[config.mk]
export PLATFORM = sky130hd
export DESIGN_NAME = mem_stage_lsu_flat
export DESIGN_NICKNAME = d
export VERILOG_FILES = /design/src/rtl/mem_stage_lsu_pkg.sv /design/src/rtl/mem_stage_lsu_if.sv /design/src/rtl/mem_stage_lsu_load_align.sv /design/src/rtl/mem_stage_lsu.sv /design/src/flat_wrapper.sv
export SDC_FILE = /design/constraint.sdc
export NUM_CORES = 1
export LEC_CHECK = 0
export BUFFER_PORTS_ARGS = -buffer_cell sky130_fd_sc_hd__buf_2
export CAP_MARGIN = 20
export CORE_AREA = 4 4 114 116
export CTS_BUF_LIST = sky130_fd_sc_hd__clkbuf_8 sky130_fd_sc_hd__clkbuf_16
export DETAILED_ROUTE_END_ITERATION = 6
export DIE_AREA = 0 0 118 120
export PLACE_DENSITY = 0.85
export SLEW_MARGIN = 30
export SYNTH_ARGS = -nofsm -noshare
export SYNTH_HDL_FRONTEND = slang
export SYNTH_HIERARCHICAL = 1
export SYNTH_SLANG_ARGS = --single-unit
[constraint.sdc]
create_clock -name clk -period 4.9 [get_ports clk]
set_input_delay 0.49 -clock clk [delete_from_list [all_inputs] [get_ports clk]]
set_output_delay 0.49 -clock clk [all_outputs]
set_load 0.005 [all_outputs]
[src/rtl/mem_stage_lsu_pkg.sv]
// Shared definitions for the MEM-stage load/store unit: funct3 size codes,
// FSM state encoding and the request snapshot held while an access is in flight.
package mem_stage_lsu_pkg;

  localparam int LSU_XLEN = 32;

  localparam logic [2:0] F3_B  = 3'b000;
  localparam logic [2:0] F3_H  = 3'b001;
  localparam logic [2:0] F3_W  = 3'b010;
  localparam logic [2:0] F3_BU = 3'b100;
  localparam logic [2:0] F3_HU = 3'b101;

  localparam logic [1:0] ST_IDLE     = 2'd0;
  localparam logic [1:0] ST_WAIT_GNT = 2'd1;
  localparam logic [1:0] ST_WAIT_RSP = 2'd2;

  typedef enum logic [1:0] {
    IDLE     = ST_IDLE,
    WAIT_GNT = ST_WAIT_GNT,
    WAIT_RSP = ST_WAIT_RSP
  } lsu_state_e;

  typedef struct packed {
    logic                we;
    logic [2:0]          funct3;
    logic [LSU_XLEN-1:0] addr;
    logic [LSU_XLEN-1:0] wdata;
    logic [4:0]          rd;
    logic                to_reg;
    logic                reg_write;
  } lsu_req_t;

  // Halfwords need an even address; words (and undefined sizes) need a 4-byte boundary.
  function automatic logic is_misaligned(input logic [2:0] funct3, input logic [1:0] a);
    logic mis;
    case (funct3)
      F3_B, F3_BU: mis = 1'b0;
      F3_H, F3_HU: mis = a[0];
      default:     mis = (a != 2'b00);
    endcase
    return mis;
  endfunction

endpackage

[src/rtl/mem_stage_lsu_if.sv]
// Data-memory request/response port: req/gnt handshake plus rvalid response.
interface mem_stage_lsu_if #(
  parameter int XLEN   = 32,
  parameter int ADDR_W = 32
);
  logic              req;
  logic              we;
  logic [3:0]        be;
  logic [ADDR_W-1:0] addr;
  logic [XLEN-1:0]   wdata;
  logic              gnt;
  logic              rvalid;
  logic [XLEN-1:0]   rdata;

  modport master (
    output req, we, be, addr, wdata,
    input  gnt, rvalid, rdata
  );

  modport slave (
    input  req, we, be, addr, wdata,
    output gnt, rvalid, rdata
  );
endinterface

[src/rtl/mem_stage_lsu_load_align.sv]
// Load data alignment: picks the addressed lane out of the raw read word and
// sign- or zero-extends it according to the access size.
module lsu_load_align
  import mem_stage_lsu_pkg::*;
#(
  parameter int XLEN = 32
) (
  input  logic [2:0]      funct3,
  input  logic [1:0]      offset,
  input  logic [XLEN-1:0] rdata,
  output logic [XLEN-1:0] data
);

  logic [XLEN-1:0]        lane;
  logic signed [XLEN-1:0] sext_b;
  logic signed [XLEN-1:0] sext_h;

  always_comb begin
    lane   = rdata >> {offset, 3'b000};
    sext_b = $signed(lane[7:0]);
    sext_h = $signed(lane[15:0]);
    case (funct3)
      F3_B:    data = sext_b;
      F3_H:    data = sext_h;
      F3_BU:   data = {{(XLEN-8){1'b0}}, lane[7:0]};
      F3_HU:   data = {{(XLEN-16){1'b0}}, lane[15:0]};
      default: data = lane;
    endcase
  end

endmodule

[src/rtl/mem_stage_lsu.sv]
// MEM-stage load/store unit: issues data-memory accesses, stalls the pipeline
// until the response arrives, and passes non-memory results straight through.
module mem_stage_lsu
  import mem_stage_lsu_pkg::*;
#(
  parameter int XLEN   = 32,
  parameter int ADDR_W = 32
) (
  input  logic              clk,
  input  logic              reset,
  input  logic              in_valid,
  input  logic              in_mem_read,
  input  logic              in_mem_write,
  input  logic [2:0]        in_funct3,
  input  logic [XLEN-1:0]   in_alu_result,
  input  logic [XLEN-1:0]   in_wdata,
  input  logic [4:0]        in_rd,
  input  logic              in_wb_ctrl_toReg,
  input  logic              in_wb_ctrl_regWrite,
  mem_stage_lsu_if.master   dmem,
  output logic              stall,
  output logic              out_valid,
  output logic              out_wb_ctrl_toReg,
  output logic              out_wb_ctrl_regWrite,
  output logic [4:0]        out_rd,
  output logic [XLEN-1:0]   out_alu_result,
  output logic [XLEN-1:0]   out_mem_rdata,
  output logic              misalign
);

  lsu_state_e      state_q, state_d;
  lsu_req_t        req_q, req_d;
  lsu_req_t        cur;
  logic            mem_op;
  logic            mis;
  logic [XLEN-1:0] load_data;

  lsu_load_align #(.XLEN(XLEN)) u_load_align (
    .funct3 (req_q.funct3),
    .offset (req_q.addr[1:0]),
    .rdata  (dmem.rdata),
    .data   (load_data)
  );

  always_comb begin
    mem_op = in_valid & (in_mem_read | in_mem_write);
    mis    = is_misaligned(in_funct3, in_alu_result[1:0]);

    // Request fields come from the live inputs on the issue cycle and from the snapshot afterwards.
    cur.we        = in_mem_write;
    cur.funct3    = in_funct3;
    cur.addr      = in_alu_result;
    cur.wdata     = in_wdata;
    cur.rd        = in_rd;
    cur.to_reg    = in_wb_ctrl_toReg;
    cur.reg_write = in_wb_ctrl_regWrite;
    if (state_q != IDLE) cur = req_q;

    state_d = state_q;
    req_d   = req_q;

    dmem.req   = 1'b0;
    dmem.we    = cur.we;
    dmem.addr  = {cur.addr[ADDR_W-1:2], 2'b00};
    case (cur.funct3[1:0])
      2'b00: begin
        dmem.be    = 4'b0001 << cur.addr[1:0];
        dmem.wdata = {4{cur.wdata[7:0]}};
      end
      2'b01: begin
        dmem.be    = 4'b0011 << cur.addr[1:0];
        dmem.wdata = {2{cur.wdata[15:0]}};
      end
      default: begin
        dmem.be    = 4'b1111;
        dmem.wdata = cur.wdata;
      end
    endcase

    stall                = 1'b0;
    out_valid            = 1'b0;
    out_wb_ctrl_toReg    = 1'b0;
    out_wb_ctrl_regWrite = 1'b0;
    out_rd               = '0;
    out_alu_result       = '0;
    out_mem_rdata        = '0;
    misalign             = 1'b0;

    case (state_q)
      IDLE: begin
        if (mem_op && !mis) begin
          dmem.req = 1'b1;
          stall    = 1'b1;
          req_d    = cur;
          state_d  = dmem.gnt ? WAIT_RSP : WAIT_GNT;
        end else if (in_valid) begin
          out_valid            = 1'b1;
          out_wb_ctrl_toReg    = in_wb_ctrl_toReg;
          out_wb_ctrl_regWrite = in_wb_ctrl_regWrite & ~mem_op;
          out_rd               = in_rd;
          out_alu_result       = in_alu_result;
          misalign             = mem_op;
        end
      end
      WAIT_GNT: begin
        dmem.req = 1'b1;
        stall    = 1'b1;
        if (dmem.gnt) state_d = WAIT_RSP;
      end
      WAIT_RSP: begin
        stall = 1'b1;
        if (dmem.rvalid) begin
          stall                = 1'b0;
          out_valid            = 1'b1;
          out_wb_ctrl_toReg    = req_q.to_reg;
          out_wb_ctrl_regWrite = req_q.reg_write;
          out_rd               = req_q.rd;
          out_alu_result       = req_q.addr;
          out_mem_rdata        = req_q.we ? '0 : load_data;
          state_d              = IDLE;
        end
      end
      default: state_d = IDLE;
    endcase

    // While reset is held every output is forced quiet, so nothing is issued from IDLE either.
    if (!reset) begin
      dmem.req             = 1'b0;
      dmem.we              = 1'b0;
      dmem.be              = '0;
      dmem.addr            = '0;
      dmem.wdata           = '0;
      stall                = 1'b0;
      out_valid            = 1'b0;
      out_wb_ctrl_toReg    = 1'b0;
      out_wb_ctrl_regWrite = 1'b0;
      out_rd               = '0;
      out_alu_result       = '0;
      out_mem_rdata        = '0;
      misalign             = 1'b0;
    end
  end

  always_ff @(posedge clk or negedge reset) begin
    if (!reset) begin
      state_q <= IDLE;
      req_q   <= '0;
    end else begin
      state_q <= state_d;
      req_q   <= req_d;
    end
  end

endmodule

[src/flat_wrapper.sv]
// flat-port wrapper written by rule: the top's interface ports become plain ports
module mem_stage_lsu_flat import mem_stage_lsu_pkg::*;
#(
  parameter int XLEN   = 32,
  parameter int ADDR_W = 32
)
  (clk, reset, in_valid, in_mem_read, in_mem_write, in_funct3, in_alu_result, in_wdata, in_rd, in_wb_ctrl_toReg, in_wb_ctrl_regWrite, stall, out_valid, out_wb_ctrl_toReg, out_wb_ctrl_regWrite, out_rd, out_alu_result, out_mem_rdata, misalign, dmem_req, dmem_we, dmem_be, dmem_addr, dmem_wdata, dmem_gnt, dmem_rvalid, dmem_rdata);
  mem_stage_lsu_if #(.XLEN(XLEN), .ADDR_W(ADDR_W)) dmem_i ();
  input  logic clk;
  input  logic reset;
  input  logic in_valid;
  input  logic in_mem_read;
  input  logic in_mem_write;
  input  logic [2:0] in_funct3;
  input  logic [XLEN-1:0] in_alu_result;
  input  logic [XLEN-1:0] in_wdata;
  input  logic [4:0] in_rd;
  input  logic in_wb_ctrl_toReg;
  input  logic in_wb_ctrl_regWrite;
  output logic stall;
  output logic out_valid;
  output logic out_wb_ctrl_toReg;
  output logic out_wb_ctrl_regWrite;
  output logic [4:0] out_rd;
  output logic [XLEN-1:0] out_alu_result;
  output logic [XLEN-1:0] out_mem_rdata;
  output logic misalign;
  output wire logic [$bits(dmem_i.req)-1:0] dmem_req;
  output wire logic [$bits(dmem_i.we)-1:0] dmem_we;
  output wire logic [$bits(dmem_i.be)-1:0] dmem_be;
  output wire logic [$bits(dmem_i.addr)-1:0] dmem_addr;
  output wire logic [$bits(dmem_i.wdata)-1:0] dmem_wdata;
  input wire logic [$bits(dmem_i.gnt)-1:0] dmem_gnt;
  input wire logic [$bits(dmem_i.rvalid)-1:0] dmem_rvalid;
  input wire logic [$bits(dmem_i.rdata)-1:0] dmem_rdata;
  assign dmem_req = dmem_i.req;
  assign dmem_we = dmem_i.we;
  assign dmem_be = dmem_i.be;
  assign dmem_addr = dmem_i.addr;
  assign dmem_wdata = dmem_i.wdata;
  assign dmem_i.gnt = dmem_gnt;
  assign dmem_i.rvalid = dmem_rvalid;
  assign dmem_i.rdata = dmem_rdata;
  mem_stage_lsu #(.XLEN(XLEN), .ADDR_W(ADDR_W)) u_core (.clk(clk), .reset(reset), .in_valid(in_valid), .in_mem_read(in_mem_read), .in_mem_write(in_mem_write), .in_funct3(in_funct3), .in_alu_result(in_alu_result), .in_wdata(in_wdata), .in_rd(in_rd), .in_wb_ctrl_toReg(in_wb_ctrl_toReg), .in_wb_ctrl_regWrite(in_wb_ctrl_regWrite), .dmem(dmem_i), .stall(stall), .out_valid(out_valid), .out_wb_ctrl_toReg(out_wb_ctrl_toReg), .out_wb_ctrl_regWrite(out_wb_ctrl_regWrite), .out_rd(out_rd), .out_alu_result(out_alu_result), .out_mem_rdata(out_mem_rdata), .misalign(misalign));
endmodule
# Word-level counts from Yosys, hierarchy flattened
# Cells that the tools add are included.
op_classes:
  shift: 3
  n_reduce_logical: 13
  eq_ne: 12
  n_mux: 53
  bitwise_logic: 5
op_table:
  columns: ["op", "count"]
  rows:
  - ["two-way mux 32 bit", 10]
  - ["case mux 32 bit (2 select lines)", 2]
  - ["case mux 32 bit (4 select lines)", 1]
  - ["two-way mux 75 bit", 1]
  - ["right shift 32 x 5 -> 32 bit", 1]
  - ["two-way mux 1 bit", 21]
  - ["two-way mux 5 bit", 4]
  - ["equality test 3 bit (second input constant)", 4]
  - ["case mux 1 bit (2 select lines)", 5]
  - ["case mux 5 bit (2 select lines)", 1]
  - ["two-way mux 2 bit", 4]
  - ["case mux 4 bit (2 select lines)", 1]
  - ["equality test 3 x 1 -> 1 bit (second input constant)", 2]
  - ["zero test 3 bit", 2]
  - ["case mux 2 bit (3 select lines)", 1]
  - ["AND reduction 3 bit", 2]
  - ["equality test 2 x 1 -> 1 bit (second input constant)", 2]
  - ["zero test 2 bit", 2]
  - ["two-way mux 4 bit", 1]
  - ["inequality test 2 bit (second input constant)", 2]
  - ["nonzero test 2 bit", 2]
  - ["OR reduction 2 bit", 2]
  - ["left shift 1 x 2 -> 4 bit (first input constant)", 1]
  - ["left shift 2 x 2 -> 4 bit (first input constant)", 1]
  - ["other kinds (9)", 11]
totals:
  output_inout_bits: 144
  input_bits: 113
  reg_bits: 77

# Depth between registers and ports, before layout
# Gate-level depths: netlist (run 1).
logic_depth:
  word_depth: 8
  ltp_mapped: 8
  mapped_depth_nobuf: 5

# Hierarchy
# The synthesis (run 1) kept the hierarchy.
by_module_without_submodules:
  columns: ["module", "cells_per_inst", "instances", "area_per_inst_um2"]
  rows:
  - ["mem_stage_lsu", 513, 1, 5153.7]
  - ["lsu_load_align", 107, 1, 694.4]

# Least setup slack after synthesis (run 1)
# No wires, ideal clock.
synth_path:
  kind: "reg-to-output"
  startpoint: "register u_core.state_q[1]"
  endpoint: "output dmem_wdata[24]"
  n_path_buf: 3
  slack_ns: 2.859
  t_required_ns: 4.410
  arrival_ns: 1.551
  path_stages_with_launch: 7
  cell_sequence: "dfrtp_1 -> buf_6 -> or2_1 -> buf_6 -> buf_6 -> mux2i_1 -> a2111oi_1"
synth_via:
  elab_chain_cells: 5
  elab_cells_between_ends: 6
  cone_classes: "eq/ne: 1; mux: 3; reduce/logical: 2"
synth_rtl:
  columns: ["element", "line_no", "text"]
  rows:
  - ["start, declared", "mem_stage_lsu.sv:31", "lsu_state_e state_q, state_d;"]
  - ["start signal, assigned", "mem_stage_lsu.sv:149", "state_q <= state_d;"]
  - ["nonzero test 2 bit (*)", "mem_stage_lsu.sv:57", "if (state_q != IDLE) cur = req_q;"]
  - ["two-way mux 75 bit (*)", "mem_stage_lsu.sv:57", null]
  - ["equality test 2 x 1 -> 1 bit or zero test 2 bit (tied branches)", "mem_stage_lsu.sv:65", "case (cur.funct3[1:0])"]
  - ["case mux 32 bit (2 select lines) (*)", "mem_stage_lsu.sv:65", null]
  - ["two-way mux 32 bit (*)", "mem_stage_lsu.sv:127", "if (!reset) begin"]
  - ["end, declared", "flat_wrapper.sv:32", "output wire logic [$bits(dmem_i.wdata)-1:0] dmem_wdata;"]
# Every way passes the cells marked *; elsewhere a longest branch is shown, timed or not.

# Worst setup path after layout (run 1)
layout_path:
  startpoint: "register u_core/req_q[39] (netlist bit)"
  endpoint: "output out_mem_rdata[19]"
layout_via:
  elab_chain_cells: 6
layout_rtl:
  columns: ["element", "line_no", "text"]
  rows:
  - ["start, declared", "mem_stage_lsu.sv:32", "lsu_req_t req_q, req_d;"]
  - ["start signal, assigned", "mem_stage_lsu.sv:150", "req_q <= req_d;"]
  - ["right shift 32 x 5 -> 32 bit", "mem_stage_lsu_load_align.sv:19", "lane = rdata >> {offset, 3'b000};"]
  - ["case mux 32 bit (4 select lines)", "mem_stage_lsu_load_align.sv:22", "case (funct3)"]
  - ["via u_core.load_data[19]", "mem_stage_lsu.sv:36", "logic [XLEN-1:0] load_data;"]
  - ["two-way mux 32 bit", "mem_stage_lsu.sv:119", "out_mem_rdata = req_q.we ? '0 : load_data;"]
  - ["two-way mux 32 bit", "mem_stage_lsu.sv:112", "if (dmem.rvalid) begin"]
  - ["two-way mux 32 bit", "mem_stage_lsu.sv:89", "case (state_q)"]
  - ["two-way mux 32 bit", "mem_stage_lsu.sv:127", null]
  - ["end, declared", "flat_wrapper.sv:26", "output logic [XLEN-1:0] out_mem_rdata;"]
# The timed path passes the listed nets, and every way through them passes these cells.

==> flow_summary.toml, run 1 <==
[placed_design]
port_buffers = 254
hpwlAfterDp_um = 12860
place_congestion = 0.8957
dpl_cell_area_um2 = 7042

[setup_path]
reg2reg_setup_slack_ns = 2.31
crit_slowest_cell = "o211ai_2"
cp.arrival_ns = 2.71
rr_worst_depth = 4
crit_chain = "buf_4, mux2i_1, mux2i_1, o211ai_2, o21ai_0, and2_1, buf_2"
r2r-end = "u_core/req_q[55]"
crit_top_cell = "mux2i_1"
crit_required_ns = 4.41
path_delay_family = "compound AO/OA/AOI/OAI gates"
crit_type = "flip-flop to primary output"
path_max_fanout = 33
path_buf_inv = 2
reg2reg_from = "u_core/state_q[1]"
start_kind = "flip-flop"
critPathCaptureType = "primary output"
critPathMaxStageDelay_ns = 0.53

[pwr]
switchingPower_uw = 982.9
combPwrFrac_pct = 40.9
powerDensity_nw_per_um2 = 363.7
seq_power_share_pct = 37.4
p_int_mw = 1.668
pwr-share-clk_pct = 21.7
leakage_nw = 3.735
ir_drop_v = 0.0002334
swShare_pct = 37.07

[global_route]
grt_pass1_wl_um = 27500
grt_usage_pct = 23.58
grt_antenna_before_repair = 0
grt_overflow = 0
grt_pass1_vias = 5400
grt_max_degree = 82

[timing]
final-hold-violation-count = 0
tightest_slew_ns = 0.7832
grt_setup_unrepaired = "no"
setup-tns-final_ns = 0
whs_ns = 0.2101
drv_slew = 0
min_period_ns = 3.199
finalSetupViolCount = 0
slew_headroom_pct = 47.79
fin_worst_skew_ns = 0.005623
fmax_mhz = 312.6
fin_crit_sh_pct = 65.29

[yosys]
synth_cell_types = 52
async_reset_ff_share_pct = 100.0
yosysWarningCount = 6
ys_seq_elements = 77
synth_area_um2 = 5848
synth_edf_count = 0
syn_inst = 620
synth_flop_cell = "dfrtp_1"
syn_area_per_cell_um2 = 9.432
ys_seq_area_share_pct = 32.95

[detailed_routing]
final_antenna_net_count = 0
drt_wl_total_um = 17450
wire_per_inst_um = 17.66
drt_iter0_markers = 478
vias_per_cell = 5.744
drc = 0
first_pass_iters = 6
route.vias.total = 5675

[floorplanning]
pin_count = 257
rows = 40
die_w_um = 118
core-area_um2 = 11910
initial_core_util_pct = 49.10
die_height_um = 120
dieArea_um2 = 14160

[clock_network]
ctsHoldBuffers = 0
cts_num_sinks = 77
clk_latency_ns = 0.33
cts_setup_buffers = 0
htree_num_levels = 3
clk_pin_slew_worst_paths_ns = 0.06
numCtsBuffers = 9
cts_resized = 0
cts_tree = "done"
clk_path_buf_depth = 2
cts_root_buf = "clkbuf_16"

[layout]
fillers = 1032
final_area_um2 = 7291
syn_to_final_growth_pct = 24.67
diodes = 0
drive_gt1_share_pct = 38.76
fin_nets = 951

[status]
outcome = "completed"

[worst_hold_path]
hp-class = "input pin to asynchronous set/reset pin"

[run]
maxCapViolCount = 0
==> cell usage after synthesis, types with 2 or more instances <==
cell type,instances,share of area (%)
a2111oi_1,5,0.86
a2111oi_2,3,0.77
a211oi_1,14,1.8
a21boi_0,31,4.0
a21oi_1,16,1.4
a22o_1,38,5.7
and2_1,42,4.5
and3b_1,2,0.30
buf_2,16,1.4
buf_4,9,1.2
buf_6,12,2.3
clkbuf_1,19,1.2
dfrtp_1,77,33
inv_1,3,0.19
mux2_1,50,9.6
mux2_2,34,6.5
mux2i_1,29,5.0
nand2_1,102,6.5
nand2b_1,3,0.32
nand3_1,8,0.68
nor2_1,22,1.4
nor2b_1,10,1.1
nor3b_1,19,2.4
nor4_1,2,0.21
o211a_1,8,1.4
o21a_1,3,0.39
o21ai_0,8,0.68
o21ai_1,8,0.68
o21ai_2,4,0.60
==> metal layers <==
layer	routed length (um)	up-vias	global-route usage, %	part of all wire [%]
met5	0	-	0	0
met4	429	0	8.059	2.5
met3	1514	33	5.655	8.7
met2	8620	296	40.57	49
met1	6886	2695	29.03	39
li1	-	2651	-	-
==> sequential cells by signal, indices dropped and copies added (netlist names) <==
register,flops
u_core/state_q,2
u_core/req_q,75
==> cells in the final DEF, fill, tap and decap left out, types with 2 or more instances in the layout <==
| cell | netlist | routed |
|---|---|---|
| o21ai_2 | 4 | 4 |
| a21boi_0 | 31 | 31 |
| clkbuf_16 | 0 | 9 |
| nor4_1 | 2 | 2 |
| nand2b_1 | 3 | 3 |
| mux2_2 | 34 | 34 |
| mux2i_1 | 29 | 29 |
| nand3_1 | 8 | 8 |
| a21oi_1 | 16 | 16 |
| a2111oi_2 | 3 | 3 |
| o21ai_1 | 8 | 8 |
| nor3b_1 | 19 | 19 |
| o21a_1 | 3 | 3 |
| and3b_1 | 2 | 2 |
| mux2_1 | 50 | 50 |
| conb_1 | 1 | 2 |
| o21ai_0 | 8 | 8 |
| nand2_1 | 102 | 102 |
| buf_2 | 16 | 253 |
| a2111oi_1 | 5 | 5 |
| nor2b_1 | 10 | 10 |
| and2_1 | 42 | 42 |
| o211a_1 | 8 | 8 |
| buf_4 | 9 | 8 |
| a211oi_1 | 14 | 14 |
| a22o_1 | 38 | 38 |
| inv_1 | 3 | 6 |
| nor2_1 | 22 | 22 |
| dfrtp_1 | 77 | 77 |
==> cells by family after synthesis <==
| kind of cell | after synthesis | share of synthesized area [%] |
|---|---|---|
| buffers and inverters | 59 | 6.247 |
| and+or+nand+nor | 221 | 19.38 |
| DFF | 77 | 32.95 |
| muxes | 113 | 21.14 |
| other | 1 | 0.06412 |
| AOI/OAI and AO/OA | 149 | 20.22 |
==> worst max-delay path by stage <==
stage                                  from                 to  slack, ns  depth (start not counted)
after floorplan           u_core/state_q[1]     dmem_wdata[24]       2.86                          6
after global placement    u_core/state_q[1]     dmem_wdata[27]       2.08                          5
after detailed placement   u_core/req_q[39]  out_mem_rdata[19]       2.08                          7
after CTS                  u_core/req_q[39]  out_mem_rdata[19]       1.72                          7
after global routing       u_core/req_q[39]  out_mem_rdata[20]       1.53                          7
final                      u_core/req_q[39]  out_mem_rdata[19]       1.70                          7
==> power by group through the flow <==
stage	registers (mW)	logic (mW)	clock network, mW
2_1_floorplan	0.943	0.795	0
3_3_place_gp	0.985	1.06	0
3_5_place_dp	1.00	1.08	0
4_1_cts	0.989	1.08	0.586
5_1_grt	1.02	1.19	0.615
6_report	0.992	1.08	0.576
==> area by class of cell <==
type | instances | area, um2 | area share, %
Timing Repair Buffer | 262 | 1346 | 18.47
Inverter | 3 | 11.26 | 0.1545
Multi-Input combinational cell | 485 | 3573 | 49.01
Sequential cell | 77 | 1927 | 26.43
Tap cell | 147 | 183.9 | 2.523
Clock buffer | 9 | 225.2 | 3.089
Clock inverter | 5 | 23.77 | 0.3261
==> stage by stage <==
step | cells | util [%] | power, mW | worst slack (ns)
global route | 988 | 61.21 | 2.821 | 1.525
floorplan | 621 | - | 1.738 | 2.859
finish | 988 | 61.21 | 2.651 | 1.701
global placement | 974 | 59.12 | 2.048 | 2.082
CTS | 988 | 61.21 | 2.659 | 1.725
detailed placement | 974 | 59.12 | 2.080 | 2.076
Note: power is estimated with default switching activity, not from simulation.
==> inputs of run 2 (changes only) <==
--- a/config.mk
+++ b/config.mk
@@ -7,11 +7,11 @@
 export LEC_CHECK = 0
 export BUFFER_PORTS_ARGS = -buffer_cell sky130_fd_sc_hd__buf_2
 export CAP_MARGIN = 20
-export CORE_AREA = 4 4 114 116
+export CORE_AREA = 4 4 115 117
 export CTS_BUF_LIST = sky130_fd_sc_hd__clkbuf_8 sky130_fd_sc_hd__clkbuf_16
 export DETAILED_ROUTE_END_ITERATION = 6
-export DIE_AREA = 0 0 118 120
-export PLACE_DENSITY = 0.85
+export DIE_AREA = 0 0 119 121
+export PLACE_DENSITY = 0.84
 export SLEW_MARGIN = 30
 export SYNTH_ARGS = -nofsm -noshare
 export SYNTH_HDL_FRONTEND = slang
==> constraint.sdc (replaced) <==
create_clock -name clk -period 3 [get_ports clk]
set_input_delay 0.3 -clock clk [delete_from_list [all_inputs] [get_ports clk]]
set_output_delay 0.3 -clock clk [all_outputs]
set_load 0.005 [all_outputs]
==> run 2 against run 1 <==
Sequential power grew 64%; largest cell class unchanged; core utilization down 1.6 points; clock power increased by 65%.
==> flow_summary.toml, run 2 (synthesized netlist as in run 1, its figures left out) <==
[timing]
whs_ns = 0.02283
grt_setup_unrepaired = "no"
finalSetupViolCount = 0
slew_headroom_pct = 48.88
fmax_mhz = 358.9
min_period_ns = 2.786
worst_slack_ns = 0.2138
final-hold-violation-count = 0
drv_slew = 0
setup-tns-final_ns = 0
fin_crit_sh_pct = 92.87
fin_worst_skew_ns = 0.005498
tightest_slew_ns = 0.7668

[global_route]
grt_max_degree = 107
grt_usage_pct = 23.18
grt_antenna_before_repair = 0
grt_pass1_wl_um = 27120
grt_pass1_vias = 5352
grt_overflow = 0

[clock_network]
clk_pin_slew_worst_paths_ns = 0.06
htree_num_levels = 3
cts_setup_buffers = 0
clk_path_buf_depth = 2
numCtsBuffers = 9
cts_resized = 0
cts_tree = "done"
clk_latency_ns = 0.33
cts_root_buf = "clkbuf_16"
cts_num_sinks = 77
ctsHoldBuffers = 0

[layout]
mostFrequentLayoutCells = "buf_2 (253), nand2_1 (102), dfrtp_1 (77), mux2_1 (50), and2_1 (42)"
syn_to_final_growth_pct = 26.08
final_common_cell = "buf_2"
fin_nets = 955
fin_cells = 1018
top_regs = "u_core/req_q: 75 flops, u_core/state_q: 2 flops"
diodes = 0
drive_gt1_share_pct = 39.36
largest_register_ffs = 75
fillers = 1090
regMostFlops = "u_core/req_q"

[detailed_routing]
drc = 0
drt_wl_total_um = 17490
drt_iter0_markers = 388
first_pass_iters = 5
vias_per_cell = 5.438
final_antenna_net_count = 0
wire_per_inst_um = 17.18
route.vias.total = 5536

[placed_design]
dpl_worst_slack_ns = 0.5534
place_congestion = 0.9025
hpwlAfterDp_um = 13110
dp.cells = 1003
port_buffers = 254

[floorplanning]
dieArea_um2 = 14400
initial_core_util_pct = 47.30
rows = 41
die_w_um = 119
core-area_um2 = 12360
pin_count = 257
die_height_um = 121

[setup_path]
path_buf_inv = 1
path_delay_family = "compound AO/OA/AOI/OAI gates"
critPathMaxStageDelay_ns = 0.50
worstSetupStartpoint = "u_core/state_q[1]"
crit_slowest_cell = "dfrtp_1"
critPathCaptureType = "primary output"
reg2reg_from = "u_core/state_q[1]"
crit_chain = "or2_2, a21oi_4, o21ai_1, a2111oi_1, buf_2"
crit_type = "flip-flop to primary output"
start_kind = "flip-flop"
crit_required_ns = 2.70
cp.arrival_ns = 2.49
path_max_fanout = 16

[worst_hold_path]
hp-class = "input pin to asynchronous set/reset pin"

[pwr]
ir_drop_v = 0.0003862
leakage_nw = 3.765
powerDensity_nw_per_um2 = 589.7
power_mw = 4.348

[run]
maxCapViolCount = 0

[status]
outcome = "completed"
run 2: changes by cell type in the layout (fill, tap and decap cells not counted), sizes merged:
cell      delta
clkinv       +4
clkinvlp     -1
inv          -2
buf          +4
run 2: worst register-to-register path: stages, from the launching register on:
cell and delay (ns):
dfrtp_1 0.50, nor2_8 0.22, nand3_4 0.26, buf_12 0.32
mux2_1 0.39
run 2: final timing paths:
| kind | endpoint | slack [ns] | cells past startpoint |
|---|---|---|---|
| min in group clk | u_core/state_q[0] | 0.16 | 2 |
| worst max register to register | u_core/req_q[6] | 1.19 | 4 |
| worst min-delay path | u_core/req_q[66] | 0.02 | 2 |
| worst min register to register | u_core/req_q[32] | 0.49 | 1 |
| worst max-delay path | dmem_wdata[25] | 0.21 | 5 |
| max in group asynchronous | u_core/req_q[27] | 2.60 | 2 |
run 2: cell type report:
| type | count | area, um2 | share of cell area (%) |
|---|---|---|---|
| Tap cell | 172 | 215.2 | 2.919 |
| Inverter | 3 | 11.26 | 0.1527 |
| Clock inverter | 6 | 32.53 | 0.4412 |
| Timing Repair Buffer | 266 | 1389 | 18.84 |
| Clock buffer | 9 | 225.2 | 3.054 |
| Sequential cell | 77 | 1927 | 26.13 |
| Multi-Input combinational cell | 485 | 3573 | 48.46 |
run 2: through the flow:
step                instance area (um2)  utilization, %
floorplan                          5852               -
global placement                   7116           57.55
detailed placement                 7116           57.55
CTS                                7373           59.64
global route                       7373           59.64
finish                             7373           59.64
run 2: per-layer routing:
layer  vias to the layer above  share of wire [%]  GRT usage [%]
met3                        29                7.0          4.569
met5                         -                  0              0
li1                       2650                  -              -
met1                      2617                 41          28.22
met4                         0                2.7          9.196
met2                       240                 49          40.30
run 2: where the power goes:
part / switching (mW) / internal (mW)
clock: 0.404 / 0.547
combinational: 0.933 / 0.832
sequential: 0.265 / 1.37
==> inputs of run 3 (changes only) <==
--- a/config.mk
+++ b/config.mk
@@ -5,13 +5,14 @@
 export SDC_FILE = /design/constraint.sdc
 export NUM_CORES = 1
 export LEC_CHECK = 0
+export ABC_AREA = 1
 export BUFFER_PORTS_ARGS = -buffer_cell sky130_fd_sc_hd__buf_2
 export CAP_MARGIN = 20
-export CORE_AREA = 4 4 115 117
+export CORE_AREA = 4 4 117 119
 export CTS_BUF_LIST = sky130_fd_sc_hd__clkbuf_8 sky130_fd_sc_hd__clkbuf_16
 export DETAILED_ROUTE_END_ITERATION = 6
-export DIE_AREA = 0 0 119 121
-export PLACE_DENSITY = 0.84
+export DIE_AREA = 0 0 121 123
+export PLACE_DENSITY = 0.85
 export SLEW_MARGIN = 30
 export SYNTH_ARGS = -nofsm -noshare
 export SYNTH_HDL_FRONTEND = slang
==> run 3 against run 2 <==
Synthesized cell count is 57% higher; combinational power increased by 120%; first-iteration DRC count increased by 110%; core utilization up 2.5 points; largest cell class unchanged.
==> flow_summary.toml, run 3 <==
[status]
outcome = "completed"

[worst_hold_path]
hp-class = "input pin to flip-flop"
hold-path-cell-count = 2
whs_endpoint = "u_core/state_q[0]"
worstHoldStart = "dmem_gnt"

[yosys]
synth_top_area_share_pct = 30.82
yosysWarningCount = 6
syn_inst = 976
yosys.area_share.simple_pct = 34.21
synth_xor_area_share_pct = 0
synth_commonest_cells = "nand2_1 (255), nor2_1 (117), inv_1 (89)"
async_reset_ff_share_pct = 100.0
synth_area_um2 = 6251
synth_top_family_by_area = "simple AND/OR/NAND/NOR gates"
ys_seq_elements = 77
synth_flop_cell = "dfrtp_1"
synth_cell_types = 33
synth.area.top_cells = "dfrtp_1 (31%), nand2_1 (15%), nor2_1 (7.0%)"
syn_area_per_cell_um2 = 6.405
ys_seq_area_share_pct = 30.82
muxShareOfSynthArea_pct = 0
synthAdderAreaFrac_pct = 0
synth_most_common_cell = "nand2_1"
synth_edf_count = 0
synth_compound_area_share_pct = 21.54
synth_area_leader_cell = "dfrtp_1"

[clock_network]
cts_num_sinks = 77
cts_tree = "done"
cts_resized = 0
clk_latency_ns = 0.33
clk_path_buf_depth = 2
cts_setup_buffers = 0
numCtsBuffers = 9
ctsHoldBuffers = 1
clk_pin_slew_worst_paths_ns = 0.06
cts_root_buf = "clkbuf_16"
htree_num_levels = 3

[detailed_routing]
final_antenna_net_count = 0
drt_iter0_markers = 833
vias_per_cell = 5.333
route.vias.total = 7221
wire_per_inst_um = 15.27
drc = 0
drt_wl_total_um = 20670
first_pass_iters = 6

[setup_path]
r2r-end = "u_core/req_q[39]"
path_max_fanout = 46
reg2reg_setup_slack_ns = 1.21
crit_required_ns = 2.70
start_kind = "input pin"
critPathCaptureType = "primary output"
cp.arrival_ns = 2.37
reg2reg_from = "u_core/state_q[1]"
crit_type = "input pin to primary output"
rr_worst_depth = 6

[timing]
tightest_slew_ns = 0.8250
final-hold-violation-count = 0
fmax_mhz = 375.0
setup-tns-final_ns = 0
finalSetupViolCount = 0
fin_crit_sh_pct = 88.89
drv_slew = 0
min_period_ns = 2.667
grt_setup_unrepaired = "no"
fin_worst_skew_ns = 0.009046
slew_headroom_pct = 44.92

[pwr]
power_mw = 6.854
powerDensity_nw_per_um2 = 877.6
ir_drop_v = 0.0004110
leakage_nw = 4.122

[global_route]
grt_overflow = 0
grt_max_degree = 81
grt_pass1_vias = 6390
met2_usage_pct = 42.65
met1_usage_pct = 35.34
grt_pass1_wl_um = 32000
grt_antenna_before_repair = 0
grt_usage_pct = 26.59
grt-busiest-layer = "met2"
grt_use_met3_pct = 5.124

[floorplanning]
die_height_um = 123
pin_count = 257
die_w_um = 121
core-area_um2 = 12570
initial_core_util_pct = 49.74
dieArea_um2 = 14880
rows = 41

[layout]
final_util_pct = 62.14
multiInputGateArea_um2 = 3500
largest_register_ffs = 75
top_regs = "u_core/req_q: 75 flops, u_core/state_q: 2 flops"
final_common_cell = "nand2_1"
layout.area.seq_um2 = 1927
regMostFlops = "u_core/req_q"
fin_nets = 1290
drive_gt1_share_pct = 28.85
diodes = 0
fillers = 1195
syn_to_final_growth_pct = 24.94
mostFrequentLayoutCells = "nand2_1 (254), buf_2 (253), nor2_1 (117), inv_1 (90), o21ai_0 (84)"

[placed_design]
hpwlAfterDp_um = 15410
port_buffers = 254
place_congestion = 0.9366

[run]
maxCapViolCount = 0
-- run 3: cell types whose count changed in the layout (fill, tap and decap cells not counted), sizes merged, moves of 38 or more --
cell	delta
nand3	+85
a22o	-38
nand2	+166
a21oi	+42
inv	+95
o21ai	+90
nor2	+99
and2	-41
mux2	-84
-- run 3: logic make-up after synthesis --
group	count (synthesis)
AND/OR/NAND/NOR	489
AO/OA/AOI/OAI	231
buffers and inverters	178
flip-flops	77
other	1
-- run 3: layout make-up --
class	count	area share [%]
sequential	77	24.67
timing repair buffer	269	18.74
tap	172	2.756
inverter	98	4.838
clock inverter	6	1.121
clock buffer	10	3.060
multi-input combinational	722	44.81
-- run 3: worst max path at each step --
stage / endpoint / depth (start not counted) / startpoint / slack [ns]
2_1_floorplan: dmem_be[2] / 9 / u_core/state_q[1] / 1.42
3_3_place_gp: out_alu_result[25] / 8 / u_core/state_q[1] / 0.78
3_5_place_dp: out_alu_result[19] / 8 / u_core/state_q[1] / 0.77
4_1_cts: dmem_addr[19] / 6 / reset / 0.31
5_1_grt: dmem_addr[19] / 6 / reset / 0.15
6_report: dmem_addr[19] / 6 / reset / 0.33
-- run 3: power breakdown --
| group | total (mW) | switching, mW | internal [mW] |
|---|---|---|---|
| combinational | 3.81 | 2.44 | 1.37 |
| sequential | 1.87 | 0.337 | 1.54 |
| clock | 1.17 | 0.424 | 0.749 |
| total | 6.85 | 3.20 | 3.65 |
-- run 3: per-stage QoR --
stage	instances	hold WS, ns	setup slack [ns]	cell area, um2
floorplan	977	0.004409	1.423	6255
global placement	1337	0.2395	0.7818	7471
detailed placement	1337	0.2362	0.7724	7471
CTS	1354	0.1305	0.3139	7807
global route	1354	0.1391	0.1509	7810
finish	1354	0.1425	0.3334	7810
-- run 3: critical path: stages --
cell	delay, ns
dlygate4sd3_1	0.52
buf_4	0.32
inv_2	0.40
buf_12	0.32
a211oi_1	0.30
buf_2	0.18
-- run 3: routing by layer --
| metal | vias to the layer above | part of all wire, % |
|---|---|---|
| li1 | 3571 | - |
| met1 | 3243 | 41 |
| met2 | 356 | 47 |
| met3 | 51 | 9.0 |
| met4 | 0 | 3.2 |
| met5 | - | 0 |
